[config.mk]
export PLATFORM = sky130hd
export DESIGN_NAME = bsg_vanilla_remote_req_responder
export DESIGN_NICKNAME = d
export VERILOG_FILES = /design/src/rtl/bsg_vanilla_remote_req_responder.sv
export SDC_FILE = /design/constraint.sdc
export NUM_CORES = 1
export LEC_CHECK = 0
export CAP_MARGIN = 20
export CORE_UTILIZATION = 40
export DETAILED_ROUTE_END_ITERATION = 7
export PLACE_DENSITY = 0.7
export SETUP_SLACK_MARGIN = 0.15
export SLEW_MARGIN = 20
export SYNTH_ARGS = -nofsm -noshare
export SYNTH_HDL_FRONTEND = slang
export SYNTH_SLANG_ARGS = --single-unit
[constraint.sdc]
create_clock -name clk_i -period 6.1 [get_ports clk_i]
set_input_delay 0.61 -clock clk_i [delete_from_list [all_inputs] [get_ports clk_i]]
set_output_delay 0.61 -clock clk_i [all_outputs]
set_load 0.05 [all_outputs]
[src/rtl/bsg_vanilla_remote_req_responder.sv]
// Tile-side responder: runs remote load/store/AMO requests against a 1RW DMEM and returns load responses.
// Optional feature macro BSG_VANILLA_STORE_ACK_EN: when defined, stores also return a (data = 0) response.

package bsg_vanilla_remote_req_pkg;

    localparam logic [1:0] AMO_SWAP = 2'b00;
    localparam logic [1:0] AMO_OR   = 2'b01;
    localparam logic [1:0] AMO_ADD  = 2'b10;

    typedef struct packed {
        logic       float_wb;
        logic       is_unsigned_op;
        logic       is_byte_op;
        logic       is_hex_op;
        logic [1:0] part_sel;
    } load_info_s;

    typedef struct packed {
        logic        write_not_read;
        logic        is_amo_op;
        logic [1:0]  amo_type;
        logic [3:0]  mask;
        load_info_s  load_info;
        logic [4:0]  reg_id;
        logic [31:0] data;
        logic [31:0] addr;
    } remote_req_s;

    typedef struct packed {
        logic [31:0] data;
        logic [4:0]  reg_id;
        logic        float_wb;
        logic        is_unsigned_op;
        logic        is_byte_op;
        logic        is_hex_op;
        logic [1:0]  part_sel;
    } remote_load_resp_s;

endpackage

module bsg_vanilla_remote_req_responder
    import bsg_vanilla_remote_req_pkg::*;
#(
    parameter int dmem_addr_width_p = 10
) (
    input  logic                         clk_i,
    input  logic                         reset_i,

    input  logic                         req_v_i,
    input  remote_req_s                  req_i,
    output logic                         req_yumi_o,

    output logic                         dmem_v_o,
    output logic                         dmem_w_o,
    output logic [dmem_addr_width_p-1:0] dmem_addr_o,
    output logic [31:0]                  dmem_data_o,
    output logic [3:0]                   dmem_mask_o,
    input  logic [31:0]                  dmem_data_i,

    output logic                         resp_v_o,
    output remote_load_resp_s            resp_o,
    input  logic                         resp_ready_i
);

    typedef enum logic [1:0] {eIDLE, eREAD, eAMO_WR} state_e;

    state_e            state_q, state_d;
    remote_req_s       req_q, req_d;
    logic              resp_v_q, resp_v_d;
    remote_load_resp_s resp_q, resp_d;
    logic [31:0]       amo_wdata_q, amo_wdata_d;

    logic in_is_store;
    logic accept;

    // Unassigned amo_type 2'b11 falls through to swap.
    function automatic logic [31:0] amo_result(input logic [1:0]  amo_type,
                                               input logic [31:0] old_word,
                                               input logic [31:0] operand);
        logic [31:0] res;
        case (amo_type)
            AMO_OR:  res = old_word | operand;
            AMO_ADD: res = old_word + operand;
            default: res = operand;
        endcase
        return res;
    endfunction

    assign in_is_store = req_i.write_not_read & ~req_i.is_amo_op;

    // A pending response may drain in the same cycle a new request is taken.
    assign accept = ~reset_i & (state_q == eIDLE) & req_v_i & (~resp_v_q | resp_ready_i);

    assign req_yumi_o = accept;
    assign resp_v_o   = resp_v_q;
    assign resp_o     = resp_q;

    always_comb begin
        dmem_v_o    = 1'b0;
        dmem_w_o    = 1'b0;
        dmem_addr_o = req_i.addr[2 +: dmem_addr_width_p];
        dmem_data_o = req_i.data;
        dmem_mask_o = req_i.mask;
        if (state_q == eAMO_WR) begin
            dmem_v_o    = ~reset_i;
            dmem_w_o    = 1'b1;
            dmem_addr_o = req_q.addr[2 +: dmem_addr_width_p];
            dmem_data_o = amo_wdata_q;
            dmem_mask_o = 4'b1111;
        end else if (accept) begin
            dmem_v_o = 1'b1;
            dmem_w_o = in_is_store;
        end
    end

    always_comb begin
        state_d     = state_q;
        req_d       = req_q;
        resp_v_d    = resp_v_q;
        resp_d      = resp_q;
        amo_wdata_d = amo_wdata_q;

        if (resp_v_q & resp_ready_i) begin
            resp_v_d = 1'b0;
        end

        case (state_q)
            eIDLE: begin
                if (accept) begin
                    req_d = req_i;
`ifdef BSG_VANILLA_STORE_ACK_EN
                    state_d = eREAD;
`else
                    if (!in_is_store) begin
                        state_d = eREAD;
                    end
`endif
                end
            end
            eREAD: begin
                resp_v_d              = 1'b1;
                resp_d.data           = dmem_data_i;
                resp_d.reg_id         = req_q.reg_id;
                resp_d.float_wb       = req_q.load_info.float_wb;
                resp_d.is_unsigned_op = req_q.load_info.is_unsigned_op;
                resp_d.is_byte_op     = req_q.load_info.is_byte_op;
                resp_d.is_hex_op      = req_q.load_info.is_hex_op;
                resp_d.part_sel       = req_q.load_info.part_sel;
`ifdef BSG_VANILLA_STORE_ACK_EN
                // No DMEM read was issued for a store, so dmem_data_i is meaningless here.
                if (req_q.write_not_read & ~req_q.is_amo_op) begin
                    resp_d.data           = '0;
                    resp_d.float_wb       = 1'b0;
                    resp_d.is_unsigned_op = 1'b0;
                    resp_d.is_byte_op     = 1'b0;
                    resp_d.is_hex_op      = 1'b0;
                    resp_d.part_sel       = '0;
                end
`endif
                if (req_q.is_amo_op) begin
                    amo_wdata_d = amo_result(req_q.amo_type, dmem_data_i, req_q.data);
                    state_d     = eAMO_WR;
                end else begin
                    state_d = eIDLE;
                end
            end
            eAMO_WR: begin
                state_d = eIDLE;
            end
            default: begin
                state_d = eIDLE;
            end
        endcase
    end

    always_ff @(posedge clk_i) begin
        if (reset_i) begin
            state_q  <= eIDLE;
            resp_v_q <= 1'b0;
            resp_q   <= '0;
        end else begin
            state_q  <= state_d;
            resp_v_q <= resp_v_d;
            resp_q   <= resp_d;
        end
    end

    always_ff @(posedge clk_i) begin
        req_q       <= req_d;
        amo_wdata_q <= amo_wdata_d;
    end

    // Byte offset and out-of-range address bits are intentionally dropped.
    logic unused_bits;
    assign unused_bits = ^{req_i.addr[1:0], req_i.addr[31:2+dmem_addr_width_p], req_q};

endmodule

Word level (Yosys, flattened, before mapping)
Index checks and enable logic that the tools add are counted.
- register bits: 136
- logic and storage cells: 56
- output and inout bits: 93
- mux-type cells: 14
- eq/ne operators: 6
- add/subtract/negate cells: 1
- bitwise logic cells: 10
- reduce and logical (&&, ||, !) cells: 5
- operator list (operator ; count):
    one-hot mux 32 bit (2 select lines) ; 1
    adder 32 bit ; 1
    two-way mux 32 bit ; 1
    OR 32 bit ; 1
    two-way mux 10 bit ; 1
    two-way mux 1 bit ; 6
    two-way mux 2 bit ; 3
    AND reduction 2 bit ; 3
    bitwise AND 1 bit ; 5
    == test 2 x 1 -> 1 bit (second input constant) ; 2
    == test 2 bit (second input constant) ; 2
    two-way mux 4 bit ; 1
    != test 2 bit (second input constant) ; 2
    one-hot mux 2 bit (2 select lines) ; 1
    NOT 1 bit ; 3
    logical NOT 2 bit ; 1
    nonzero test 2 bit ; 1
    OR 1 bit ; 1

Longest topological paths before layout
Gate-level depths: netlist (run 1).
- depth after elaboration: 6
- gate-level depth with buffers: 10
- gate-level depth less buffers: 9

Worst setup path before layout (run 1)
Ideal clock, no wire load.
- kind: input to register
- from: in dmem_data_i[0]
- to: reg amo_wdata_q[26], data pin
- setup slack: 3.208 ns
- data required time: 5.825 ns
- cell stages on the path: 9
- path buffers: 0
- arrival time: 2.616 ns
- path through: ha_1 > fa_1 > a21o_2 > a221o_1 > a311oi_2 > o211ai_1 > a21oi_2 > xor2_1 > o221ai_1
- cells in the longest elaborated chain, start to end: 2
- RTL lines (item ; RTL line ; source):
    start: declaration ; 58 ; input logic [31:0] dmem_data_i,
    adder 32 bit ; 83 ; AMO_ADD: res = old_word + operand;
    one-hot mux 32 bit (2 select lines) ; 81 ; case (amo_type)
    end signal: assignment ; 190 ; amo_wdata_q <= amo_wdata_d;
    end: declaration ; 71 ; logic [31:0] amo_wdata_q, amo_wdata_d;
No other way between the ends.
A chain may end at the register's enable or synchronous reset.

Worst setup path in the final report (run 1)
- from: reg state_q[1]
- to: out dmem_data_o[0]
- cells in the longest elaborated chain, start to end: 2
- RTL lines (item ; RTL line ; source):
    start: declaration ; 67 ; state_e state_q, state_d;
    start signal: assignment ; 178 ; state_q <= eIDLE;
    start signal: assignment ; 182 ; state_q <= state_d;
    == test 2 bit ; 104 ; if (state_q == eAMO_WR) begin
    two-way mux 32 bit ; 104 ;
    end: declaration ; 56 ; output logic [31:0] dmem_data_o,
No other way between the ends.

==> flow_summary.json, run 1 <==
{
  "arrival_ns": 2.81,
  "die_w_um": 141,
  "maxCapViolCount": 0,
  "status": "completed",
  "synthTopCellsByCount": "nand2_1 (250), a21oi_1 (99), edfxtp_1 (88)",
  "dp.cells": 1251,
  "die-area_um2": 19800,
  "dr_wl_met2_mm": 10.3,
  "critPathLaunchType": "register",
  "fin_nets": 1221,
  "setup_ws_ns": 2.68,
  "ys_types": 54,
  "wl_met3_mm": 1.56,
  "cts_buffers": 17,
  "synth-seq-cells": 134,
  "rsz0062_at_grt": "false",
  "cts_tree": "done",
  "avgSynthCellArea_um2": 8.89,
  "htree_levels": 4,
  "max_clock_freq_mhz": 292,
  "p_leak_nw": 4.25,
  "clock_skew_ns": 0.00890,
  "areaGrowthSynthToFinish_pct": 34.6,
  "synth_edf_count": 88,
  "postRouteAntennaNets": 0,
  "wl_met1_mm": 9.26,
  "pre_cts_slack_ns": 2.35,
  "yosysTopAreaCell": "edfxtp_1",
  "critical_path.max_fanout": 30,
  "ios": 212,
  "antenna_cells": 0,
  "start_util_pct": 41.0,
  "finalSetupViolCount": 0,
  "synth_nets": 1050,
  "ys.flop_type": "edfxtp_1",
  "post-route-period-util_pct": 56.1,
  "critPathKind": "register to output pin",
  "die_h_um": 141,
  "endpoint_kind": "output pin",
  "grt_pass1_vias": 6520,
  "antenna_found_initial": 1,
  "rows": 50,
  "tns_ns": 0,
  "dpl.hpwl_mm": 14.4,
  "yosysMostFrequentCell": "nand2_1",
  "grt_pass1_wl_mm": 33.8,
  "place.gp.congestion": 0.921,
  "wl_per_cell_um": 16.7,
  "cts_hold_buf": 0,
  "clock_latency_ns": 0.43,
  "syn_inst": 865,
  "maxSlewViolCount": 0,
  "drive_gt1_share_pct": 4.96,
  "n_fill_cell": 1720,
  "powerDensity_nw_per_um2": 256,
  "grt_usage_pct": 22.2,
  "synth.area.top_cells": "edfxtp_1 (34%), nand2_1 (12%), dfxtp_1 (12%)",
  "grt_max_degree": 49,
  "drc": 0,
  "stdcell_count": 1283,
  "portBuffers": 189,
  "core-area_um2": 18800,
  "synth_seq_area_share_pct": 46.4,
  "cts_setup_buffers": 0,
  "cts_root_buf": "clkbuf_16",
  "clock-sinks": 134,
  "synthArstFlopShare_pct": 0,
  "routed.top_layer": "met5",
  "min_path_type": "register to register",
  "finalHoldViolCount": 0,
  "cts_buffer_depth": 2,
  "syn_area_um2": 7690,
  "via_count": 6616,
  "overflow": 0,
  "drtIter0Drc": 370,
  "vdd_drop_max_v": 0.000196,
  "firstDrtPassIters": 5,
  "fin_crit_ns": 3.42,
  "wl_mm": 21.4,
  "p_total_w": 0.00264,
  "tightest_slew_ns": 1.06,
  "post_cts_resize_count": 0,
  "avgViaCountPerCell": 5.16,
  "synth_top_area_share_pct": 34.4,
  "path_clk_slew_ns": 0.06,
  "maxSlewHeadroom_pct": 29.5,
  "yosysWarningCount": 0,
  "worst_ep_required_time_ns": 5.49
}
==> where the power goes <==
group	switching [W]	total [W]	internal [W]
Sequential	0.0000174	0.00103	0.00101
Clock	0.000434	0.00104	0.000605
Combinational	0.000353	0.000575	0.000222
==> routing by layer <==
layer	vias to the layer above	GRT usage (%)
met5	-	0
met3	28	6.59
met1	3068	27.2
met2	224	37.6
met4	2	6.52
li1	3294	-
==> final cells by class <==
type                       instances  area, um^2  share of cell area, %
clock buffer                      18         429                   4.15
clock inverter                    14         151                   1.46
inverter                          81         304                   2.94
multi-input combinational        609        3690                   35.6
sequential                       134        3560                   34.5
tap                              234         293                   2.83
timing repair buffer             193        1920                   18.5
==> worst paths after layout <==
| kind | from | slack (ns) | to | cells after the start |
|---|---|---|---|---|
| worst min-delay path | resp_o[28] | 0.45 | resp_o[28] | 2 |
| worst max-delay path | state_q[1] | 2.68 | dmem_data_o[0] | 5 |
| worst min register to register | resp_o[28] | 0.45 | resp_o[28] | 2 |
| worst max register to register | req_q[32] | 3.05 | amo_wdata_q[26] | 9 |
==> per-stage QoR <==
stage	instance area (um^2)	utilization, %	hold WS [ns]
2_1_floorplan	7690	-	0.471
3_3_place_gp	9760	52.0	0.440
3_5_place_dp	9760	52.0	0.446
4_1_cts	10300	55.1	0.455
5_1_grt	10300	55.1	0.468
6_report	10300	55.1	0.452
==> worst max-delay path: stages (launching register included) <==
cell             delay, ns
dfxtp_1               0.46
nor2b_4               0.42
buf_4                 0.43
nand2_1               0.13
nand2_1               0.08
clkdlybuf4s50_1       0.84
==> registers in the layout (all words and copies together) (netlist names) <==
name	flops
amo_wdata_q	32
req_q	56
resp_o	43
resp_v_o	1
state_q	2
==> cells in the final DEF (no fill, tap or decap), types with 4 or more instances in the layout <==
cell type and instances:
clkbuf_16 17, o221ai_1 12, nor3_1 6, o21ai_0 23
a221oi_1 13, and2_1 5, a21o_1 9, clkdlybuf4s50_1 188
nor2b_1 4, nor2_1 15, xor2_1 15, nand2b_1 11
nand2_1 250, ha_1 65, dfxtp_1 46, edfxtp_1 88
nand4_1 5, nor3b_1 4, a21oi_1 99, o211ai_1 6
clkinvlp_4 5, buf_4 4, o21a_1 6, and3_1 7
inv_1 80, xnor2_1 12
==> logic make-up after synthesis <==
kind of cell    share of synthesized area (%)
fa+ha+maj                                10.8
buf+inv                                  6.02
flops                                    46.4
xor+xnor                                 3.08
compound gates                           16.1
mux                                     0.130
simple gates                             17.5
(Power assumes the default switching activity.)
==> run 2: changes to the inputs <==
Settings changed: PLACE_DENSITY 0.7 to 0.73.
Clock period 6.1 ns to 2.9 ns, I/O delays scaled along.
==> flow_summary.json, run 2 (same netlist as run 1, synthesis figures left out) <==
{
  "status": "completed",
  "pre_cts_slack_ns": -0.402,
  "dp.cells": 1313,
  "firstDrtPassIters": 4,
  "stdcell_count": 1350,
  "path_clk_slew_ns": 0.06,
  "largest_register_ffs": 56,
  "p_leak_nw": 4.61,
  "powerDensity_nw_per_um2": 517,
  "postRouteAntennaNets": 0,
  "ios": 212,
  "n_fill_cell": 1626,
  "fin_nets": 1288,
  "rsz0062_at_grt": "true",
  "max_clock_freq_mhz": 356,
  "die_w_um": 141,
  "maxSlewViolCount": 0,
  "critical_path.max_fanout": 5,
  "setup_ws_ns": 0.0949,
  "rr_worst_depth": 9,
  "cts_buffer_depth": 2,
  "die_h_um": 141,
  "dpl.hpwl_mm": 15.8,
  "wl_per_cell_um": 16.6,
  "min_path_type": "primary input to register",
  "fin_crit_ns": 2.81,
  "grt_pass1_wl_mm": 35.7,
  "r2r_start": "req_q[32]",
  "critPathLaunchType": "register",
  "worst_ep_required_time_ns": 3.06,
  "crit_path_end": "amo_wdata_q[26]",
  "drc": 0,
  "rows": 50,
  "rrSetupSlack_ns": 0.09,
  "clock_skew_ns": 0.00943,
  "core-area_um2": 18800,
  "place.gp.congestion": 0.904,
  "via_count": 6925,
  "finalSetupViolCount": 0,
  "wl_mm": 22.5,
  "cts_root_buf": "clkbuf_16",
  "antenna_found_initial": 0,
  "multi_input_area_um2": 3720,
  "critPathKind": "register to register",
  "layout_commonest_cell": "nand2_1",
  "grt_pass1_vias": 6842,
  "cts_tree": "done",
  "drive_gt1_share_pct": 15.0,
  "rr_endpoint": "amo_wdata_q[26]",
  "seq_area_um2": 3560,
  "start_util_pct": 41.0,
  "areaGrowthSynthToFinish_pct": 40.2,
  "grt_max_degree": 53,
  "drtIter0Drc": 291,
  "overflow": 0,
  "portBuffers": 189,
  "maxSlewHeadroom_pct": 36.7,
  "htree_levels": 4,
  "antenna_cells": 0,
  "die-area_um2": 19800,
  "regMostFlops": "req_q",
  "tightest_slew_ns": 0.950,
  "arrival_ns": 2.97,
  "maxCapViolCount": 0,
  "vdd_drop_max_v": 0.000428,
  "clock_latency_ns": 0.42,
  "post-route-period-util_pct": 96.7,
  "endpoint_kind": "register",
  "startpoint": "req_q[32]",
  "cts_buffers": 17,
  "final_cell_mix": "nand2_1 (250), clkdlybuf4s50_1 (146), buf_4 (112)",
  "grt_usage_pct": 23.3,
  "finalHoldViolCount": 0,
  "clock-sinks": 134,
  "avgViaCountPerCell": 5.13
}
[run 2: changes by cell type in the layout (fill, tap and decap cells not counted), sizes merged]
cell and delta:
clkinv +2, buf +109, clkbuf +4, inv -3
bufinv -2, clkinvlp -1, clkdlybuf4s50 -42
[run 2: per-stage QoR]
stage	setup TNS [ns]	area (um^2)	hold slack (ns)	total power, W	utilization, %
finish	0	10800	0.412	0.00557	57.4
global route	-0.0145	10800	0.413	0.00578	57.4
CTS	0	10700	0.396	0.00560	57.2
detailed placement	-3.04	10100	0.447	0.00349	54.0
global placement	-2.45	10100	0.441	0.00348	54.0
floorplan	0	7690	0.389	0.00297	-
[run 2: power breakdown]
part	switching [W]	total, W	internal (W)	leakage [nW]
clock	0.000876	0.00209	0.00122	0.268
combinational	0.000772	0.00131	0.000535	3.16
sequential	0.0000385	0.00217	0.00213	1.19
total	0.00169	0.00557	0.00388	4.61
[run 2: worst min path at each step]
| stage | to | start | cells after the start |
|---|---|---|---|
| 2_1_floorplan | req_q[10] | req_i[10] | 0 |
| 3_5_place_dp | resp_o[28] | resp_o[28] | 2 |
| 3_3_place_gp | resp_o[6] | resp_o[6] | 2 |
| 4_1_cts | state_q[0] | reset_i | 4 |
| 5_1_grt | req_q[71] | req_i[71] | 1 |
| 6_report | state_q[0] | reset_i | 4 |
[run 2: layer usage]
metal / vias to the layer above / global-route usage, % / wire length (um)
met5: - / 0 / 0
met1: 3252 / 29.8 / 9980
met3: 25 / 5.81 / 1570
met2: 219 / 38.8 / 10600
met4: 0 / 6.98 / 305
li1: 3429 / - / -
[run 2: cell type report]
type / instances / area share [%]
repair buffers: 260 / 21.6
clock inverters: 10 / 0.662
multi-input cells: 609 / 34.5
flip-flops and latches: 134 / 33.1
well taps: 234 / 2.72
inverters: 81 / 2.82
clock buffers: 22 / 4.61
[run 2: critical path, stage by stage (launching register included)]
cell,delay (ns)
edfxtp_1,0.43
ha_2,0.21
fa_2,0.34
a21o_2,0.21
a221o_2,0.41
a311oi_2,0.25
o211ai_1,0.18
a21oi_2,0.22
xor2_1,0.17
o221ai_1,0.13
[run 2: timing repair]
item / 4_1_cts / 5_1_grt
setup endpoints to repair: 6 / 10
buffers inserted: 1 / 4
endpoints found under the hold margin: 0 / 0
pin swaps: 5 / 6
hold buffers: 0 / 0
gates resized for setup: 6 / 4
==> run 3: changes to the inputs <==
Settings changed: CORE_ASPECT_RATIO set to 0.75, CORE_UTILIZATION 40 to 35, PLACE_DENSITY 0.73 to 0.66.
==> flow_summary.json, run 3 (same netlist as run 1, synthesis figures left out) <==
{
  "placement.cell_area_um2": 10400,
  "cts_tree": "done",
  "critPathKind": "register to register",
  "stdcell_count": 1422,
  "arrival_ns": 2.88,
  "die_w_um": 173,
  "min_path_type": "primary input to register",
  "endpoint_kind": "register",
  "crit_family": "compound AO/OA/AOI/OAI gates",
  "areaGrowthSynthToFinish_pct": 43.3,
  "cts_hold_buf": 0,
  "critPathLaunchType": "register",
  "ios": 212,
  "fin_crit_ns": 2.71,
  "critical_path.max_fanout": 3,
  "dpl.hpwl_mm": 17.0,
  "max_clock_freq_mhz": 370,
  "overflow": 0,
  "clock-sinks": 134,
  "finalHoldViolCount": 0,
  "p_leak_nw": 4.72,
  "critPathBufInv": 1,
  "tns_ns": 0,
  "wl_per_cell_um": 16.8,
  "clock_skew_ns": 0.0137,
  "die-area_um2": 22600,
  "core-area_um2": 21400,
  "grt_pass1_wl_mm": 37.2,
  "fin_area_um2": 11000,
  "drtIter0Drc": 457,
  "worst_ep_required_time_ns": 3.08,
  "holdPathStages": 4,
  "antenna_found_initial": 0,
  "cts_buffer_depth": 2,
  "maxCapViolCount": 0,
  "portBuffers": 189,
  "place.gp.congestion": 0.891,
  "powerDensity_nw_per_um2": 515,
  "drive_gt1_share_pct": 15.4,
  "cts_root_buf": "clkbuf_16",
  "cts_buffers": 17,
  "largest_register_ffs": 56,
  "antenna_cells": 0,
  "pre_cts_slack_ns": -0.328,
  "layout_commonest_cell": "nand2_1",
  "postRouteAntennaNets": 0,
  "tightest_slew_ns": 0.806,
  "grt_usage_pct": 21.5,
  "crit_chain": "ha_2, fa_2, a21o_2, a221o_1, a311oi_2, o211ai_1, a21oi_2, buf_4, or4_1, nand3_1",
  "wl_mm": 23.9,
  "grt_pass1_vias": 6850,
  "drc": 0,
  "post-route-period-util_pct": 93.3,
  "regMostFlops": "req_q",
  "setup_ws_ns": 0.195,
  "slowest_stage": "edfxtp_1",
  "die_h_um": 130,
  "rows": 46,
  "status": "completed",
  "cp.depth": 10,
  "maxSlewViolCount": 0,
  "vdd_drop_max_v": 0.000324,
  "firstDrtPassIters": 5,
  "final_cell_mix": "nand2_1 (250), clkdlybuf4s50_1 (149), buf_4 (123)",
  "grt_max_degree": 57,
  "dp.cells": 1384,
  "htree_levels": 4,
  "start_util_pct": 36.0,
  "slowest_delay_ns": 0.39,
  "fin_nets": 1307,
  "rsz0062_at_grt": "true",
  "finalSetupViolCount": 0,
  "via_count": 6938,
  "maxSlewHeadroom_pct": 46.3,
  "rr_worst_depth": 10,
  "clock_latency_ns": 0.43,
  "path_clk_slew_ns": 0.07,
  "avgViaCountPerCell": 4.88
}
-- run 3: stage by stage --
stage                     power (W)  hold slack [ns]  util (%)
after CTS                   0.00571            0.368      51.3
after global routing        0.00590            0.394      51.6
after global placement      0.00352            0.440      48.5
final                       0.00567            0.396      51.6
after detailed placement    0.00354            0.446      48.5
after floorplan             0.00297            0.389         -
-- run 3: where the power goes --
part | switching, W | internal (W) | leakage (nW) | total (W)
clock network | 0.000884 | 0.00126 | 0.265 | 0.00215
logic | 0.000786 | 0.000564 | 3.27 | 0.00135
registers | 0.0000408 | 0.00213 | 1.19 | 0.00217
total | 0.00171 | 0.00396 | 4.72 | 0.00567
-- run 3: worst paths after layout --
kind | start | to | slack, ns
max | req_q[32] | amo_wdata_q[30] | 0.19
min | reset_i | state_q[0] | 0.40
max reg2reg | req_q[32] | amo_wdata_q[30] | 0.19
min reg2reg | resp_o[34] | resp_o[34] | 0.45
-- run 3: worst reg2reg max path: cells and delay by family (launching register included) --
kind | cells | cell delay, ns
AOI/OAI and AO/OA | 5 | 1.23
adders and majority gates | 2 | 0.54
buffers and inverters | 1 | 0.14
DFF | 1 | 0.39
and+or+nand+nor | 2 | 0.16
-- run 3: final cells by class --
class | instances | area (um^2)
clock buffer | 19 | 433
clock inverter | 12 | 130
fill | 2032 | 10300
inverter | 81 | 304
multi-input combinational | 610 | 3720
sequential | 134 | 3560
tap | 288 | 360
timing repair buffer | 278 | 2500
-- run 3: timing repair --
item,4_1_cts,5_1_grt
gates cloned,0,1
endpoints found under the setup margin,15,15
buffers inserted,2,4
gates resized for setup,6,5
pin swaps,6,2
-- run 3: layer usage --
metal	GRT usage [%]	vias to the layer above	part of all wire (%)
li1	-	3470	-
met1	29.8	3227	50
met2	32.1	219	42
met3	7.14	22	7.6
met4	5.57	0	0.88
met5	0	-	0
